===== config.mk =====
export PLATFORM = sky130hd
export DESIGN_NAME = id_ex_pipe_reg
export DESIGN_NICKNAME = d
export VERILOG_FILES = /design/src/rtl/id_ex_pipe_reg.sv
export SDC_FILE = /design/constraint.sdc
export NUM_CORES = 1
export LEC_CHECK = 0
export ABC_CLOCK_PERIOD_IN_PS = 6250
export BUFFER_PORTS_ARGS = -buffer_cell sky130_fd_sc_hd__buf_2
export CORE_MARGIN = 5
export CORE_UTILIZATION = 35
export CTS_CLUSTER_DIAMETER = 60
export DETAILED_ROUTE_END_ITERATION = 10
export PLACE_DENSITY = 0.68
export SYNTH_ARGS = -nofsm -noshare
export SYNTH_HDL_FRONTEND = slang
export SYNTH_SLANG_ARGS = --single-unit

===== constraint.sdc =====
create_clock -name clk -period 6.25 [get_ports clk]
set_input_delay 0.9375 -clock clk [delete_from_list [all_inputs] [get_ports clk]]
set_output_delay 0.9375 -clock clk [all_outputs]
set_load 0.02 [all_outputs]

===== src/rtl/id_ex_pipe_reg.sv =====
// ID/EX pipeline register for the 5-stage MIPS core.
// Latches control/operands, inserts load-use bubbles, honours flush/hold.
module id_ex_pipe_reg #(
    parameter int DATA_W = 32,
    parameter int REG_AW = 5,
    parameter int CNT_W  = 16
) (
    input  logic              clk,
    input  logic              rst,
    input  logic              id_valid,
    input  logic [14:0]       id_ctrl,
    input  logic [DATA_W-1:0] id_pc4,
    input  logic [DATA_W-1:0] id_rs_data,
    input  logic [DATA_W-1:0] id_rt_data,
    input  logic [DATA_W-1:0] id_imm,
    input  logic [REG_AW-1:0] id_rs,
    input  logic [REG_AW-1:0] id_rt,
    input  logic [REG_AW-1:0] id_rd,
    input  logic              flush,
    input  logic              hold,
    output logic              ex_valid,
    output logic [14:0]       ex_ctrl,
    output logic [DATA_W-1:0] ex_pc4,
    output logic [DATA_W-1:0] ex_rs_data,
    output logic [DATA_W-1:0] ex_rt_data,
    output logic [DATA_W-1:0] ex_imm,
    output logic [REG_AW-1:0] ex_rs,
    output logic [REG_AW-1:0] ex_rt,
    output logic [REG_AW-1:0] ex_rd,
    output logic              stall_id,
    output logic [CNT_W-1:0]  bubble_cnt
);

    localparam int MEMREAD = 8;

    logic hazard;
    logic rt_used;
    logic cnt_full;

    // Load-use detection: rt is compared even for I-type consumers.
    always_comb begin
        rt_used  = (ex_rt == id_rs) | (ex_rt == id_rt);
        hazard   = id_valid & ex_valid & ex_ctrl[MEMREAD]
                 & (ex_rt != '0) & rt_used;
        stall_id = (hazard | hold) & ~flush;
        cnt_full = (bubble_cnt == {CNT_W{1'b1}});
    end

    // Control bundle and valid: flush/bubble zero them, hold freezes.
    always_ff @(posedge clk or posedge rst) begin
        if (rst) begin
            ex_valid <= 1'b0;
            ex_ctrl  <= '0;
        end else if (flush || (!hold && hazard)) begin
            ex_valid <= 1'b0;
            ex_ctrl  <= '0;
        end else if (!hold) begin
            ex_valid <= id_valid;
            ex_ctrl  <= id_valid ? id_ctrl : 15'd0;
        end
    end

    // Operand data and specifiers load on every edge except hold.
    always_ff @(posedge clk or posedge rst) begin
        if (rst) begin
            ex_pc4     <= '0;
            ex_rs_data <= '0;
            ex_rt_data <= '0;
            ex_imm     <= '0;
            ex_rs      <= '0;
            ex_rt      <= '0;
            ex_rd      <= '0;
        end else if (flush || !hold) begin
            ex_pc4     <= id_pc4;
            ex_rs_data <= id_rs_data;
            ex_rt_data <= id_rt_data;
            ex_imm     <= id_imm;
            ex_rs      <= id_rs;
            ex_rt      <= id_rt;
            ex_rd      <= id_rd;
        end
    end

    // Saturating count of bubbles actually inserted.
    always_ff @(posedge clk or posedge rst) begin
        if (rst) begin
            bubble_cnt <= '0;
        end else if (!flush && !hold && hazard && !cnt_full) begin
            bubble_cnt <= bubble_cnt + CNT_W'(1);
        end
    end

endmodule


# After elaboration in Yosys (flattened, before gate mapping)
# Index checks and enable logic that the tools add are counted.
[op_classes] addsub=1 n_eq_ne=4 mux=5 n_bitwise=8 n_reduce_logical=10
[ops] operator="15-bit 2-to-1 mux" count=3
[ops] operator="16-bit by 1-bit adder with 16-bit output (second input constant)" count=1
[ops] operator="16-bit equality test (second input constant)" count=1
[ops] operator="5-bit equality test" count=2
[ops] operator="1-bit AND" count=5
[ops] operator="5-bit nonzero test" count=1
[ops] operator="1-bit logical AND" count=4
[ops] operator="1-bit logical NOT" count=3
[ops] operator="1-bit logical OR" count=2
[ops] operator="1-bit 2-to-1 mux" count=2
[ops] operator="2-bit by 1-bit != test with 1-bit output (second input constant)" count=1
[ops] operator="1-bit OR" count=2
[ops] operator="1-bit NOT" count=1
[totals] ff_bits=175 input_bits=163 output_inout_bits=176

# Logic depth before layout (Yosys ltp)
# Gate-level depths: netlist of the first run.
[logic_depth] word_depth=7 mapped_depth=6 ltp_nobuf=6

# Least setup slack after synthesis of the first run
# OpenSTA, ideal clock, no wires.
[synth_timing] path_type="input to output" from="in id_rt[4]" to="out stall_id" arrival_ns=2.110 slack_ns=3.203 stages=6 cell_sequence="xnor2_1 -> nand3_1 -> o22ai_2 -> buf_2 -> a21oi_1 -> nor2_1"
[synth_between] elab_chain_len=5
[synth_lines] item="start, declared" line="17" source="input logic [REG_AW-1:0] id_rt,"
[synth_lines] item="5-bit equality test" line="42" source="rt_used = (ex_rt == id_rs) | (ex_rt == id_rt);"
[synth_lines] item="1-bit OR" line="42"
[synth_lines] item="1-bit AND" line="44" source="& (ex_rt != '0) & rt_used;"
[synth_lines] item="1-bit OR" line="45" source="stall_id = (hazard | hold) & ~flush;"
[synth_lines] item="1-bit AND" line="45"
[synth_lines] item="end, declared" line="30" source="output logic stall_id,"
# No other way between the ends.

# Final worst setup path of the first run
# Ends and elaborated chain as after synthesis.

==> impl_metrics.env, run 1 <==
export IMPL_outcome="completed"
export IMPL_post_dp_cell_area_mm2=0.00883
export IMPL_post_synthesis_sequential_area_ratio=0.636
export IMPL_timing_setup_critical_path_class="in -> out"
export IMPL_final_cell_area_mm2=0.00944
export IMPL_mappedNetlistArea_mm2=0.00689
export IMPL_start_util=0.355
export IMPL_min_period_ns=3.37
export IMPL_post_cts_buffers=0
export IMPL_worst_ep_arrival_time_ns=2.43
export IMPL_synth_largest_area_cell="dfrtp_1"
export IMPL_unrepaired_setup_endpoints_after_global_routing="false"
export IMPL_cap_viol_max_count=0
export IMPL_wl_per_cell_um=15.0
export IMPL_finalWirelength_um=20300
export IMPL_ctsRootBufferMaster="clkbuf_16"
export IMPL_synth_mux_area_fraction=0.00163
export IMPL_drt_pre_antenna_iters=4
export IMPL_critPathLaunchType="input port"
export IMPL_flop_and_latch_count_out_of_synthesis=175
export IMPL_fin_tns_setup_ns=0
export IMPL_clock_latency_on_the_worst_skew_pair_ns=0.41
export IMPL_syn_inst=747
export IMPL_critPathCaptureType="output pin"
export IMPL_ys_types=32
export IMPL_hpwl_um=14700
export IMPL_fmax_ghz=0.297
export IMPL_clock_skew_ns=0.00878
export IMPL_postCtsHoldBufs=0
export IMPL_num_ports=339
export IMPL_layout_commonest_cell="nand2_1"
export IMPL_setup_violations_final=0
export IMPL_yosysWarnings=0
export IMPL_worst_path_fanout_max=18
export IMPL_synthDominantCellAreaShare=0.636
export IMPL_first_global_vias=6209
export IMPL_grt_util_all_layers=0.178
export IMPL_power_per_cell_area_mw_per_mm2=290
export IMPL_syn_area_per_cell_um2=9.22
export IMPL_layout_common_cells="439 x nand2_1, 338 x buf_2, 175 x dfrtp_1"
export IMPL_cts_path_max_buffers=2
export IMPL_die_h_um=150
export IMPL_layout_nets=1236
export IMPL_synth_nets=911
export IMPL_area_of_the_multi_input_gates_mm2=0.00237
export IMPL_buffer_ports_inserted=338
export IMPL_die_area_mm2=0.0226
export IMPL_via_per_inst=4.47
export IMPL_grt_start_max_net_pins=122
export IMPL_final_antenna_net_count=0
export IMPL_cts_tree="built"
export IMPL_synth_compound_area_frac=0.0323
export IMPL_ir_worst_vdd_uv=170
export IMPL_synth_xor_area_share=0.0305
export IMPL_synth_top_family_by_area="simple AND/OR/NAND/NOR gates"
export IMPL_drive_above_1_share=0.354
export IMPL_gp_congestion=0.846
export IMPL_layout_worst_path_cycle_share=0.539
export IMPL_die_extent_in_x_um=150
export IMPL_grt_pass1_wl_um=31900
export IMPL_layout_area_seq_mm2=0.00438
export IMPL_core_mm2=0.0194
export IMPL_static_leakage_power_nw=5.33
export IMPL_yosys_area_share_simple=0.276
export IMPL_cts_resized=0
export IMPL_grt_overflow=0
export IMPL_tightestPinTransition_ns=1.01
export IMPL_cts_inserted_buffers=17
export IMPL_final_max_slew_viol_count=0
export IMPL_clkSlewWorstSetupHoldPaths_ns=0.07
export IMPL_area_delta_synth_final_pct=37.0
export IMPL_layout_filler_cells=1928
export IMPL_synth_top_cells_by_area="dfrtp_1 64%, nand2_1 24%, xnor2_1 3.1%"
export IMPL_report_final_hold_viol_count=0
export IMPL_timing_critical_path_required_ns=5.31
export IMPL_row_count=51
export IMPL_synth_adder_area_share=0.00182
export IMPL_cts_htree_levels=4
export IMPL_hold_path_class="reg -> reg"
export IMPL_tritoncts_num_sinks=175
export IMPL_maxSlewHeadroom=0.325
export IMPL_drc_markers=0
export IMPL_antenna_violations_before_repair=2
export IMPL_drtIter0Drc=233
export IMPL_vias=6041
[logic make-up after synthesis]
| logic type | after synthesis |
|---|---|
| buf+inv | 39 |
| xor+xnor | 24 |
| compound gates | 24 |
| fa+ha+maj | 1 |
| flops | 175 |
| simple gates | 483 |
| mux | 1 |
[metrics by stage]
stage | hold slack (ns) | instances | util | setup WS [ns] | power [mW]
2_1_floorplan | 0.583 | 747 | - | 0.567 | 1.51
3_3_place_gp | 0.444 | 1318 | 0.455 | 2.90 | 1.69
3_5_place_dp | 0.450 | 1318 | 0.455 | 2.88 | 1.70
4_1_cts | 0.465 | 1350 | 0.487 | 2.87 | 2.79
5_1_grt | 0.479 | 1350 | 0.487 | 2.76 | 2.89
6_report | 0.463 | 1351 | 0.487 | 2.88 | 2.74
[worst paths after layout]
path	start	endpoint	slack (ns)	depth (start not counted)
min	ex_imm[18]	ex_imm[18]	0.46	2
min in group asynchronous	rst	ex_rt_data[20]	0.62	2
max	id_rt[4]	stall_id	2.88	7
min reg2reg	ex_imm[18]	ex_imm[18]	0.46	2
max in group asynchronous	rst	bubble_cnt[11]	4.13	3
max reg2reg	ex_rt[1]	ex_ctrl[1]	4.12	5
[synth_stat cells]
master,n
buf_6,1
a21oi_1,2
buf_2,1
a21oi_4,1
a311oi_2,1
and3_1,2
inv_1,3
nand3b_1,1
and2_1,1
o211ai_2,1
and4_1,2
mux2_2,1
a22o_1,15
nand2b_1,1
o2111ai_1,1
a41oi_1,1
buf_1,1
dfrtp_1,175
nand2_1,439
clkbuf_1,33
nor2_1,5
o22ai_2,1
nand4_1,8
a21o_1,1
nor4_1,2
xnor2_1,24
ha_1,1
or4_4,1
or2_2,1
nor3_1,6
nand3_1,13
nor2b_1,1
[metal layers]
metal	GRT usage	vias to the layer above	share of wire	wire, um
met5	0	-	0.00094	19
met4	0.0503	4	0.018	359
met3	0.0801	28	0.10	2100
met2	0.295	238	0.48	9820
met1	0.210	2787	0.39	7970
li1	-	2984	-	-
[critical path, cell delays in order]
cell and delay, ns:
buf_2 0.12, xnor2_1 0.13, nand3_1 0.12, o22ai_2 0.68, a21oi_1 0.14, nor2_1 0.13
buf_2 0.17
[power by group]
group / leakage, nW / internal, mW / switching (mW)
Sequential: 2.15 / 1.21 / 0.0453
Combinational: 2.88 / 0.140 / 0.268
Clock: 0.298 / 0.583 / 0.491
Total: 5.33 / 1.94 / 0.804
[cell type report]
| type | instances | area share |
|---|---|---|
| diodes | 1 | 0.000265 |
| clock buffers | 18 | 0.0465 |
| clock inverters | 14 | 0.0178 |
| inverters | 3 | 0.00172 |
| multi-input cells | 533 | 0.251 |
| flip-flops and latches | 175 | 0.464 |
| well taps | 265 | 0.0351 |
| repair buffers | 342 | 0.184 |
[sequential cells by signal, summed over array words and instances (netlist names)]
register	flops
ex_imm	32
ex_rs	5
ex_rs_data	32
ex_valid	1
ex_pc4	32
bubble_cnt	16
ex_ctrl	15
ex_rt_data	32
ex_rd	5
ex_rt	5
(Power assumes the default switching activity.)
==> run 2, diff against run 1 <==
--- a/config.mk
+++ b/config.mk
@@ -5,7 +5,7 @@
 export SDC_FILE = /design/constraint.sdc
 export NUM_CORES = 1
 export LEC_CHECK = 0
-export ABC_CLOCK_PERIOD_IN_PS = 6250
+export ABC_CLOCK_PERIOD_IN_PS = 3450
 export BUFFER_PORTS_ARGS = -buffer_cell sky130_fd_sc_hd__buf_2
 export CORE_MARGIN = 5
 export CORE_UTILIZATION = 35
==> constraint.sdc (replaced) <==
create_clock -name clk -period 3.45 [get_ports clk]
set_input_delay 0.5175 -clock clk [delete_from_list [all_inputs] [get_ports clk]]
set_output_delay 0.5175 -clock clk [all_outputs]
set_load 0.02 [all_outputs]
==> run 2 against run 1 <==
Routed wire length fell by 1.6%. Sequential share of layout area fell by 0.068 points. Worst hold slack got worse by 0.18 ns. Total power rose by 81%. Worst setup slack got worse by 2.1 ns. Non-clock buffer count rose by 2. Final area rose by 0.15%. Highest routed layer is now met4. Sequential power rose by 81%. Register-to-register slack got worse by 2.8 ns. Global-route usage fell by 0.45 points. Via count rose by 0.83%.
==> impl_metrics.env, run 2 (same netlist as run 1, synthesis figures left out) <==
export IMPL_clkSlewWorstSetupHoldPaths_ns=0.08
export IMPL_total_net_switching_power_mw=1.47
export IMPL_layout_nets=1238
export IMPL_drive_above_1_share=0.354
export IMPL_final_cell_area_mm2=0.00945
export IMPL_unrepaired_setup_endpoints_after_global_routing="false"
export IMPL_clock_power_share=0.390
export IMPL_ctsRootBufferMaster="clkbuf_16"
export IMPL_grt_start_max_net_pins=176
export IMPL_report_final_hold_viol_count=0
export IMPL_static_leakage_power_nw=5.33
export IMPL_critPathCaptureType="output pin"
export IMPL_layout_common_cells="439 x nand2_1, 338 x buf_2, 175 x dfrtp_1"
export IMPL_maxSlewHeadroom=0.381
export IMPL_cts_path_max_buffers=2
export IMPL_timing_critical_path_required_ns=2.93
export IMPL_worst_ep_arrival_time_ns=2.13
export IMPL_die_h_um=150
export IMPL_drtIter0Drc=277
export IMPL_highest_signal_layer="met4"
export IMPL_post_dp_cell_area_mm2=0.00886
export IMPL_layout_filler_cells=1888
export IMPL_layout_worst_path_cycle_share=0.769
export IMPL_gp_congestion=0.813
export IMPL_vias=6091
export IMPL_first_global_vias=5915
export IMPL_slowest_stage="or4_4"
export IMPL_timing_setup_critical_path_class="reg -> out"
export IMPL_drc_markers=0
export IMPL_routedLengthMet1_um=8060
export IMPL_post_cts_buffers=0
export IMPL_via_per_inst=4.50
export IMPL_wl_per_cell_um=14.7
export IMPL_power_combinational_fraction=0.150
export IMPL_fmax_ghz=0.377
export IMPL_outcome="completed"
export IMPL_ir_worst_vdd_uv=321
export IMPL_critical_path_most_common_cell="nor2_1"
export IMPL_worst_path_fanout_max=5
export IMPL_grt_pass1_wl_um=31000
export IMPL_swShare=0.296
export IMPL_final_antenna_net_count=0
export IMPL_grt_overflow=0
export IMPL_tightestPinTransition_ns=0.929
export IMPL_row_count=51
export IMPL_clock_skew_ns=0.00622
export IMPL_postCtsHoldBufs=0
export IMPL_wl_met3_um=1910
export IMPL_tritoncts_num_sinks=175
export IMPL_num_ports=339
export IMPL_die_extent_in_x_um=150
export IMPL_crit_path_cell_trace="or4_4 > o211ai_2 > nor2_1 > a21oi_1 > nor2_1 > buf_2"
export IMPL_power_internal_mw=3.49
export IMPL_drt_pre_antenna_iters=4
export IMPL_cts_inserted_buffers=17
export IMPL_fin_tns_setup_ns=0
export IMPL_cts_htree_levels=4
export IMPL_antenna_violations_before_repair=1
export IMPL_cap_viol_max_count=0
export IMPL_clock_latency_on_the_worst_skew_pair_ns=0.41
export IMPL_finalWirelength_um=19900
export IMPL_setup_violations_final=0
export IMPL_cts_tree="built"
export IMPL_share_seq_of_total_power=0.460
export IMPL_cts_resized=0
export IMPL_routed_length_on_met2_um=9680
export IMPL_buffer_ports_inserted=338
export IMPL_grt_util_all_layers=0.174
export IMPL_die_area_mm2=0.0226
export IMPL_hold_path_class="in -> reg"
export IMPL_area_delta_synth_final_pct=37.2
export IMPL_min_period_ns=2.65
export IMPL_start_util=0.355
export IMPL_core_mm2=0.0194
export IMPL_worst_path_largest_cell_delay_ns=0.58
export IMPL_hpwl_um=14300
export IMPL_power_per_cell_area_mw_per_mm2=524
export IMPL_critPathLaunchType="register"
export IMPL_final_max_slew_viol_count=0
export IMPL_layout_commonest_cell="nand2_1"
==> run 2: cell count changes in the layout (fill, tap and decap cells not counted) <==
cell        delta
buf_12         +1
buf_4          +1
clkbuf_1       +1
clkbuf_8       -1
clkinv_4       -2
clkinv_8       -1
clkinvlp_4     +1
diode_2        +1
inv_6          +1
inv_8          +1
==> run 2: power groups by stage <==
stage,Clock (mW),Sequential [mW],Combinational (mW)
floorplan,0,2.50,0.233
finish,1.94,2.28,0.744
global placement,0,2.31,0.751
CTS,2.00,2.28,0.758
global route,2.09,2.30,0.817
detailed placement,0,2.31,0.759
==> run 2: layout make-up <==
| type | count | area (um2) | area share |
|---|---|---|---|
| sequential | 175 | 4380 | 0.463 |
| multi-input combinational | 533 | 2370 | 0.251 |
| timing repair buffer | 344 | 1760 | 0.186 |
| clock buffer | 18 | 429 | 0.0454 |
| tap | 265 | 332 | 0.0351 |
| clock inverter | 14 | 163 | 0.0172 |
| inverter | 3 | 15.0 | 0.00159 |
| antenna | 2 | 5.00 | 0.000529 |
==> run 2: critical path, delay by kind of cell, from the launching register on <==
kind	cells	cell delay [ns]
AO/OA/AOI/OAI	2	0.38
AND/OR/NAND/NOR	3	0.75
buffers and inverters	1	0.15
flip-flops	1	0.44
==> run 2: through the flow <==
step / power, mW / utilization / setup WS [ns] / hold slack, ns / instances
after CTS: 5.03 / 0.487 / 0.767 / 0.260 / 1352
after detailed placement: 3.07 / 0.457 / 1.21 / 0.450 / 1320
after global placement: 3.06 / 0.457 / 1.25 / 0.444 / 1320
after global routing: 5.21 / 0.487 / 0.684 / 0.249 / 1353
after floorplan: 2.73 / - / 0.694 / 0.583 / 747
final: 4.96 / 0.487 / 0.798 / 0.286 / 1354
==> run 2: routing by layer <==
layer | up-vias | global-route usage
li1 | 2996 | -
met1 | 2827 | 0.216
met2 | 246 | 0.280
met3 | 22 | 0.0662
met4 | 0 | 0.0558
met5 | - | 0
==> run 2: worst paths after layout <==
path | cells past startpoint | slack [ns] | startpoint | end
min | 3 | 0.29 | id_rt_data[22] | ex_rt_data[22]
max in group asynchronous | 3 | 2.39 | rst | ex_ctrl[10]
max | 6 | 0.80 | ex_rt[0] | stall_id
min in group asynchronous | 3 | 0.39 | rst | ex_pc4[16]
max reg2reg | 5 | 1.30 | ex_rt[0] | ex_ctrl[9]
min reg2reg | 2 | 0.46 | ex_rt_data[26] | ex_rt_data[26]
